`config.mk`:
```
export PLATFORM = sky130hd
export DESIGN_NAME = store_buffer
export DESIGN_NICKNAME = d
export VERILOG_FILES = /design/src/rtl/store_buffer_pkg.sv /design/src/rtl/store_buffer_lane_extract.sv /design/src/rtl/store_buffer.sv
export SDC_FILE = /design/constraint.sdc
export NUM_CORES = 1
export LEC_CHECK = 0
export CAP_MARGIN = 30
export CELL_PAD_IN_SITES_DETAIL_PLACEMENT = 1
export CELL_PAD_IN_SITES_GLOBAL_PLACEMENT = 2
export CORE_ASPECT_RATIO = 2
export CORE_MARGIN = 2
export CORE_UTILIZATION = 41
export DETAILED_ROUTE_END_ITERATION = 12
export PLACE_DENSITY_LB_ADDON = 0.1
export RECOVER_POWER = 100
export SLEW_MARGIN = 20
export SYNTH_ARGS = -nofsm -noshare
export SYNTH_HDL_FRONTEND = slang
export SYNTH_SLANG_ARGS = --single-unit
```
`constraint.sdc`:
```
create_clock -name clk -period 4.8 [get_ports clk]
set_input_delay 1.2 -clock clk [delete_from_list [all_inputs] [get_ports clk]]
set_output_delay 1.2 -clock clk [all_outputs]
set_load 0.005 [all_outputs]
```
`src/rtl/store_buffer_pkg.sv`:
```
// Shared size codes, FSM state, entry layout and byte-lane mask helper for the store buffer.
package store_buffer_pkg;

  localparam logic [2:0] MC_BYTE = 3'b000;
  localparam logic [2:0] MC_HALF = 3'b001;
  localparam logic [2:0] MC_WORD = 3'b010;
  localparam logic [2:0] MC_BU   = 3'b100;
  localparam logic [2:0] MC_HU   = 3'b101;

  // Entry field widths; the top-level width parameters must not exceed these.
  localparam int unsigned SB_ADDR_W = 32;
  localparam int unsigned SB_DATA_W = 32;

  typedef enum logic {IDLE, WRITE} sb_state_t;

  typedef struct packed {
    logic [SB_ADDR_W-1:0] addr;
    logic [SB_DATA_W-1:0] data;
    logic [2:0]           size;
  } sb_entry_t;

  // Bytes of the 32-bit word touched by an access; misaligned halves align down.
  function automatic logic [3:0] lane_mask(logic [2:0] size, logic [1:0] off);
    unique case (size[1:0])
      2'b00:   return 4'b0001 << off;
      2'b01:   return off[1] ? 4'b1100 : 4'b0011;
      default: return 4'b1111;
    endcase
  endfunction

endpackage

```
`src/rtl/store_buffer_lane_extract.sv`:
```
// sb_lane_extract: picks a byte or half out of a 32-bit word and sign/zero-extends it.
module sb_lane_extract
  import store_buffer_pkg::*;
(
  input  logic [SB_DATA_W-1:0] word,
  input  logic [1:0]           off,
  input  logic [2:0]           memcontrol,
  output logic [SB_DATA_W-1:0] data
);

  logic [7:0]  byte_sel;
  logic [15:0] half_sel;

  always_comb begin
    byte_sel = word[8*off +: 8];
    half_sel = off[1] ? word[31:16] : word[15:0];
    unique case (memcontrol)
      MC_BYTE: data = {{24{byte_sel[7]}}, byte_sel};
      MC_BU:   data = {24'b0, byte_sel};
      MC_HALF: data = {{16{half_sel[15]}}, half_sel};
      MC_HU:   data = {16'b0, half_sel};
      default: data = word;
    endcase
  end

endmodule

```
`src/rtl/store_buffer.sv`:
```
// Store FIFO draining to data_mem with load lookup; define STORE_FWD_EN to forward
// covered loads, otherwise any word-address hit stalls the load.
module store_buffer
  import store_buffer_pkg::*;
#(
  parameter int unsigned ADDRESS_WIDTH = 32,
  parameter int unsigned DATA_WIDTH    = 32,
  parameter int unsigned DEPTH         = 4
) (
  input  logic                     clk,
  input  logic                     rst,
  input  logic                     we,
  input  logic                     ld_req,
  input  logic [ADDRESS_WIDTH-1:0] alu_result,
  input  logic [DATA_WIDTH-1:0]    wd,
  input  logic [2:0]               memcontrol,
  output logic                     full,
  output logic                     empty,
  output logic                     fwd_hit,
  output logic [DATA_WIDTH-1:0]    fwd_data,
  output logic                     ld_stall,
  output logic                     mem_we,
  output logic [ADDRESS_WIDTH-1:0] mem_a,
  output logic [DATA_WIDTH-1:0]    mem_wd,
  output logic [2:0]               mem_control,
  input  logic                     mem_ready
);

  localparam int unsigned PtrW = $clog2(DEPTH);
  localparam logic [PtrW:0] DepthC = (PtrW+1)'(DEPTH);

  sb_entry_t       entries_q [DEPTH];
  logic [DEPTH-1:0] valid_q;
  logic [PtrW-1:0] head_q, tail_q;
  logic [PtrW:0]   count_q, count_d;
  logic            full_q, empty_q;
  sb_state_t       state_q, state_d;
  logic            push, pop;

  assign push  = we && !full_q;
  assign pop   = (state_q == WRITE) && mem_ready;
  assign full  = full_q;
  assign empty = empty_q;

  always_comb begin
    count_d = count_q;
    unique case ({push, pop})
      2'b10:   count_d = count_q + 1'b1;
      2'b01:   count_d = count_q - 1'b1;
      default: count_d = count_q;
    endcase
  end

  always_ff @(posedge clk) begin
    if (rst) begin
      head_q  <= '0;
      tail_q  <= '0;
      count_q <= '0;
      valid_q <= '0;
      full_q  <= 1'b0;
      empty_q <= 1'b1;
      state_q <= IDLE;
    end else begin
      if (push) begin
        valid_q[tail_q] <= 1'b1;
        tail_q          <= tail_q + 1'b1;
      end
      if (pop) begin
        valid_q[head_q] <= 1'b0;
        head_q          <= head_q + 1'b1;
      end
      count_q <= count_d;
      full_q  <= (count_d == DepthC);
      empty_q <= (count_d == '0);
      state_q <= state_d;
    end
  end

  // Payload needs no reset: valid_q gates every use.
  always_ff @(posedge clk) begin
    if (push) begin
      entries_q[tail_q].addr <= alu_result;
      entries_q[tail_q].data <= wd;
      entries_q[tail_q].size <= memcontrol;
    end
  end

  always_comb begin
    state_d = state_q;
    unique case (state_q)
      IDLE:    state_d = (count_d != '0) ? WRITE : IDLE;
      WRITE:   state_d = (count_d != '0) ? WRITE : IDLE;
      default: state_d = IDLE;
    endcase
  end

  always_comb begin
    mem_we      = (state_q == WRITE);
    mem_a       = mem_we ? entries_q[head_q].addr : '0;
    mem_wd      = mem_we ? entries_q[head_q].data : '0;
    mem_control = mem_we ? entries_q[head_q].size : '0;
  end

  // Scan oldest to youngest so the last hit is the youngest store.
  logic            match;
  logic [PtrW-1:0] idx;
`ifdef STORE_FWD_EN
  logic [PtrW-1:0] m_idx;
`endif

  always_comb begin
    match = 1'b0;
    idx   = '0;
`ifdef STORE_FWD_EN
    m_idx = head_q;
`endif
    for (int i = 0; i < DEPTH; i++) begin
      idx = head_q + PtrW'(i);
      if (valid_q[idx] &&
          entries_q[idx].addr[ADDRESS_WIDTH-1:2] == alu_result[ADDRESS_WIDTH-1:2]) begin
        match = 1'b1;
`ifdef STORE_FWD_EN
        m_idx = idx;
`endif
      end
    end
  end

`ifdef STORE_FWD_EN
  sb_entry_t           m;
  logic [3:0]          ld_mask, st_mask;
  logic                covered;
  logic [DATA_WIDTH-1:0] word_view, ext_data;

  always_comb begin
    m       = entries_q[m_idx];
    ld_mask = lane_mask(memcontrol, alu_result[1:0]);
    st_mask = lane_mask(m.size, m.addr[1:0]);
    covered = (ld_mask & ~st_mask) == 4'b0000;
    // Replicate narrow store data across lanes, as data_mem would place it.
    unique case (m.size[1:0])
      2'b00:   word_view = {4{m.data[7:0]}};
      2'b01:   word_view = {2{m.data[15:0]}};
      default: word_view = m.data;
    endcase
  end

  sb_lane_extract u_lane_extract (
    .word       (word_view),
    .off        (alu_result[1:0]),
    .memcontrol (memcontrol),
    .data       (ext_data)
  );

  always_comb begin
    fwd_hit  = ld_req && match && covered;
    ld_stall = ld_req && match && !covered;
    fwd_data = fwd_hit ? ext_data : '0;
  end
`else
  always_comb begin
    fwd_hit  = 1'b0;
    fwd_data = '0;
    ld_stall = ld_req && match;
  end
`endif

endmodule

```
[Word-level counts from Yosys, hierarchy flattened]
Memories as Yosys holds them, arrays and structs flattened. A register that Yosys moved wholly into a read port is not among the register bits.
Cells that the tools add are included.
Storage, ports and cells
  memories kept: 1
  bits in registers: 14
  input port bits: 72
  RAM bits: 268
Operators by class
  bitwise logic cells: 3
  $add $sub $neg: 6
  equal/unequal tests: 7
  reductions and logical operators: 12
  muxes and demuxes: 28
  $lt $le $gt $ge: 7
Memories
  entries_q: words 4, bits a word 67, rd ports 4, clocked after memory_dff 1, write ports 1, line store_buffer.sv:32  | sb_entry_t entries_q [DEPTH];
Operator list (count)
  30-bit == test: 4
  32-bit two-way mux: 2
  2-bit by 3-bit < comparator with 1-bit output, second input constant: 5
  1-bit two-way mux: 13
  4-bit two-way mux: 3
  1-bit logical AND: 9
  1-bit binary-select mux with 2-bit select: 4
  3-bit one-hot mux with 2 select lines: 1
  2-bit by 1-bit adder with 2-bit output, second input constant: 2
  2-bit adder, second input constant: 2
  4-bit AND: 1
  1-bit demux with 2-bit select: 2
  2-bit by 1-bit greater-or-equal comparator with 1-bit output, second input constant: 2
  2-bit two-way mux: 2
  4-bit inverter: 1
  4-bit bitwise OR: 1
  3-bit by 1-bit adder with 3-bit output, second input constant: 1
  3-bit == test, second input constant: 1
  3-bit logical NOT: 1
  3-bit two-way mux: 1
  3-bit nonzero test: 1
  3-bit by 1-bit subtractor with 3-bit output, second input constant: 1
  2-bit by 1-bit == test with 1-bit output, second input constant: 1
  2-bit == test, second input constant: 1
  1-bit logical NOT: 1

[Logic depth before layout (Yosys ltp)]
  depth in word-level cells: 9
  depth in mapped cells: 14
  mapped depth without buffers: 11

[Worst setup path before layout]
OpenSTA, ideal clock, no wires.
  path type: register to output
  start: reg head_q[1]
  end: out ld_stall
  stages on the path, launching flop included: 15
  data arrival time: 3187 ps
  path slack: 413 ps
  required time: 3600 ps
  cell sequence: dfxtp_1 > clkbuf_1 > buf_2 > buf_2 > inv_1 > ha_1 > buf_4 > buf_2 > buf_2 > mux4_2 > xnor2_1 > nand3_1 > a21oi_1 > and4_1 > or4_1
Between the ends
  longest elaborated chain between the ends: 8
  elaborated cells on any way between the ends: 24
  classes of those cells: add/sub: 3; eq/ne: 3; mux: 12; reduce/logical: 5; memory: 1
Ends and longest elaborated chain
  from (decl): line store_buffer.sv:34  | logic [PtrW-1:0] head_q, tail_q;
  from (signal assigned): line store_buffer.sv:70  | head_q <= head_q + 1'b1;
  2-bit by 1-bit adder with 2-bit output or 1-bit binary-select mux with 2-bit select (tied branches): line store_buffer.sv:118, store_buffer.sv:119
  memory 4 x 67 bit (tied with other cells)
  30-bit == test (tied with other cells): line store_buffer.sv:120  | entries_q[idx].addr[ADDRESS_WIDTH-1:2] == alu_result[ADDRESS_WIDTH-1:2]) begin
  1-bit logical AND or 1-bit two-way mux (tied branches): line store_buffer.sv:119  | if (valid_q[idx] &&
  1-bit two-way mux (2 in series): line store_buffer.sv:119
  1-bit two-way mux *: line store_buffer.sv:119
  1-bit logical AND *: line store_buffer.sv:164  | ld_stall = ld_req && match;
  to (decl): line store_buffer.sv:21  | output logic ld_stall,
Mark *: on every way between the ends. The rest lies on a longest branch, timed or not. The select of a mux whose other input is x is not followed.

[Worst setup path in the final report]
  start: in alu_result[27]
  end: out ld_stall
Between the ends
  longest elaborated chain between the ends: 7
  elaborated cells on any way between the ends: 13
  classes of those cells: eq/ne: 4; mux: 4; reduce/logical: 5
Ends and longest elaborated chain
  from (decl): line store_buffer.sv:14  | input logic [ADDRESS_WIDTH-1:0] alu_result,
  30-bit == test: line store_buffer.sv:120
  1-bit logical AND: line store_buffer.sv:119
  1-bit two-way mux (3 in series): line store_buffer.sv:119
  1-bit two-way mux *: line store_buffer.sv:119
  1-bit logical AND *: line store_buffer.sv:164
Mark *: on every way between the ends. The rest lies on a longest branch, timed or not.

==> flow_summary.yaml <==
outcome:
  run_status: "complete, but fails checks"
  violations: "max-capacitance violations, max-slew violations"
timing:
  fin_crit_sh_pct: 98.8
  fmax_ghz: 0.211
  maxSlewHeadroom_pct: -62.8
  fin_tns_setup_ns: 0
  hold_ws_ns: 0.502
  tightest_slew_ns: 2.44
  grt_setup_unrepaired: "no"
  slew_violations: 112
  fin_crit_ns: 4.74
  skew_ns: 0.00942
  final-hold-violation-count: 0
  setup_viol: 0
grt:
  grt_pass1_vias: 10715
  grt_pass1_wl_um: 69000
  antenna_found_initial: 1
  grt_usage_pct: 24.5
  grt_max_degree: 65
  overflow: 0
route:
  routed_wl_um: 46800
  via_per_inst: 5.62
  drc: 0
  first_pass_iters: 5
  wl_per_cell_um: 27.4
  drtIter0Drc: 458
  ant_nets: 0
  via_count: 9627
min_path:
  holdCritStartpoint: "count_q[1]"
  worstHoldPathType: "flip-flop to flip-flop"
power_and_ir_drop:
  irDropWorstVdd_mv: 0.344
  power_leakage_nw: 6.31
  power_density_mw_per_mm2: 445
die:
  ios: 176
  fp.dieH_um: 275
  rows: 99
  die_x_um: 139
  core_area_mm2: 0.0363
  die-area_mm2: 0.0383
  start_util_pct: 41.4
cts:
  clkSlewWorstSetupHoldPaths_ns: 0.06
  cts_buffers: 27
  cts_max_level: 1
  cts_tree: "built"
  cts_hold_buf: 0
  cts_root_buffer: "clkbuf_16"
  cts.path.max_buffers: 3
  clk_latency_ns: 0.54
  numClockSinks: 284
logic_synthesis:
  netlist.area_leader.share_pct: 53.5
  synth-seq-cells: 284
  async_reset_ff_share_pct: 0
  yosys-top-cells-area: "edfxtp_1 (54%), mux4_2 (15%), mux2i_1 (5.3%)"
  syn_inst: 992
  synth_cell_types: 51
  ys_seq_area_share_pct: 55.6
  yosys.area.top_type: "edfxtp_1"
  yosys-top-cells-count: "edfxtp_1 (268), mux4_2 (101), mux2i_1 (80)"
  ys_warn_count: 0
  postSynthAreaPerCell_um2: 15.2
  ys.flop_type: "edfxtp_1"
  synth_most_common_cell: "edfxtp_1"
  synth_edf_count: 268
  synth_area_mm2: 0.0150
cells_and_area:
  nets: 1320
  area_growth_pct: 24.7
  fillers: 3552
  multi_input_area_mm2: 0.00621
  final_layout_size_suffix_gt1_share_pct: 24.8
  regArea_mm2: 0.00838
  n_antenna_cell: 0
placed_design:
  port_buffers: 142
  place_hpwl_um: 33600
  place_congestion: 0.872
setup_path:
  crit_type: "input pin to primary output"
  worstPathMaxFanout: 2
  critPathRequiredTime_ns: 3.60
  startpoint: "alu_result[27]"
  crit_path_end_kind: "primary output"
  ff2ff_setup_slack_ns: 1.24
  critPathLaunchType: "input pin"
  r2r-start: "full"
  crit_arrival_ns: 3.54
run:
  maxCapViolations: 4
## per-stage QoR
stage	utilization [%]	setup WS, ns	power (mW)	cells	cell area (µm²)
2_1_floorplan	-	0.413	4.83	1024	15200
3_3_place_gp	48.6	-0.438	6.18	1644	17600
3_5_place_dp	48.6	-0.421	6.21	1644	17600
4_1_cts	51.8	0.0465	8.53	1709	18800
5_1_grt	51.7	0.00133	8.72	1712	18800
6_report	51.7	0.0574	8.35	1712	18800
## repair_timing
item / CTS / global route
resized for setup: 29 / 3
cloned: 3 / 0
endpoints found under the setup margin: 1 / 1
pin swaps: 11 / 5
setup buffers: 13 / 3
## registers in the layout (all words and copies together), names as in the netlist, named ones only
signal / flops
full: 1
count_q: 3
empty: 1
head_q: 2
mem_we: 1
entries_q: 268
tail_q: 2
valid_q: 4
## layout by cell type, fill, tap and decap left out, drive strengths merged, types with 10 or more instances in the layout
cell / instances
clkdlybuf4s50: 29
nand2: 23
nor4: 10
dlygate4sd3: 109
a211oi: 10
mux4: 101
buf: 121
o21ai: 23
clkinv: 11
edfxtp: 268
nand4: 14
clkbuf: 52
dfxtp: 16
xor2: 46
a21oi: 10
conb: 33
mux2i: 80
xnor2: 57
inv: 23
nor2: 28
and2: 67
mux2: 21
## where the power goes
group          total [mW]  internal, mW  switching [mW]  leakage [nW]
Sequential           3.06          2.94           0.121          2.59
Combinational        3.21          1.62            1.59          3.31
Clock                2.08          1.14           0.940         0.406
Total                8.35          5.70            2.65          6.31
## worst max-delay path, stage by stage
cell and delay, ns:
dlygate4sd3_1 0.55, inv_1 0.08, xnor2_1 0.40, nor4_1 0.10, nand4_1 0.13, buf_4 0.16
a2111oi_4 0.05, buf_4 0.17, or4_1 0.54, buf_2 0.16
## layer usage
metal  part of all wire [%]  vias up  GRT usage [%]
li1                       -     4297              -
met1                     33     4943           24.7
met2                     56      280           47.1
met3                    4.3      105           3.71
met4                    6.4        2           14.2
met5                  0.023        -              0
## path summary, 6_finish.rpt
path / endpoint / cells past startpoint
setup reg to reg: entries_q[0][1] / 4
setup / recovery: ld_stall / 10
hold / removal: count_q[1] / 2
hold reg to reg: count_q[1] / 2
## kinds of logic after synthesis
family	after synthesis	synth area share (%)
AOI/OAI and AO/OA	95	4.33
xor gates and xnor gates	103	6.00
adders and majority gates	10	0.882
buffers and inverters	123	4.77
DFF	284	55.6
muxes	202	22.0
other	1	0.0249
and+or+nand+nor	174	6.34
## area by class of cell
class | instances | area share [%]
flip-flops and latches | 284 | 44.7
multi-input cells | 617 | 33.1
repair buffers | 286 | 14.2
inverters | 22 | 0.440
well taps | 454 | 3.03
clock inverters | 19 | 0.861
clock buffers | 30 | 3.66
Note: power is estimated with default switching activity, not from simulation.
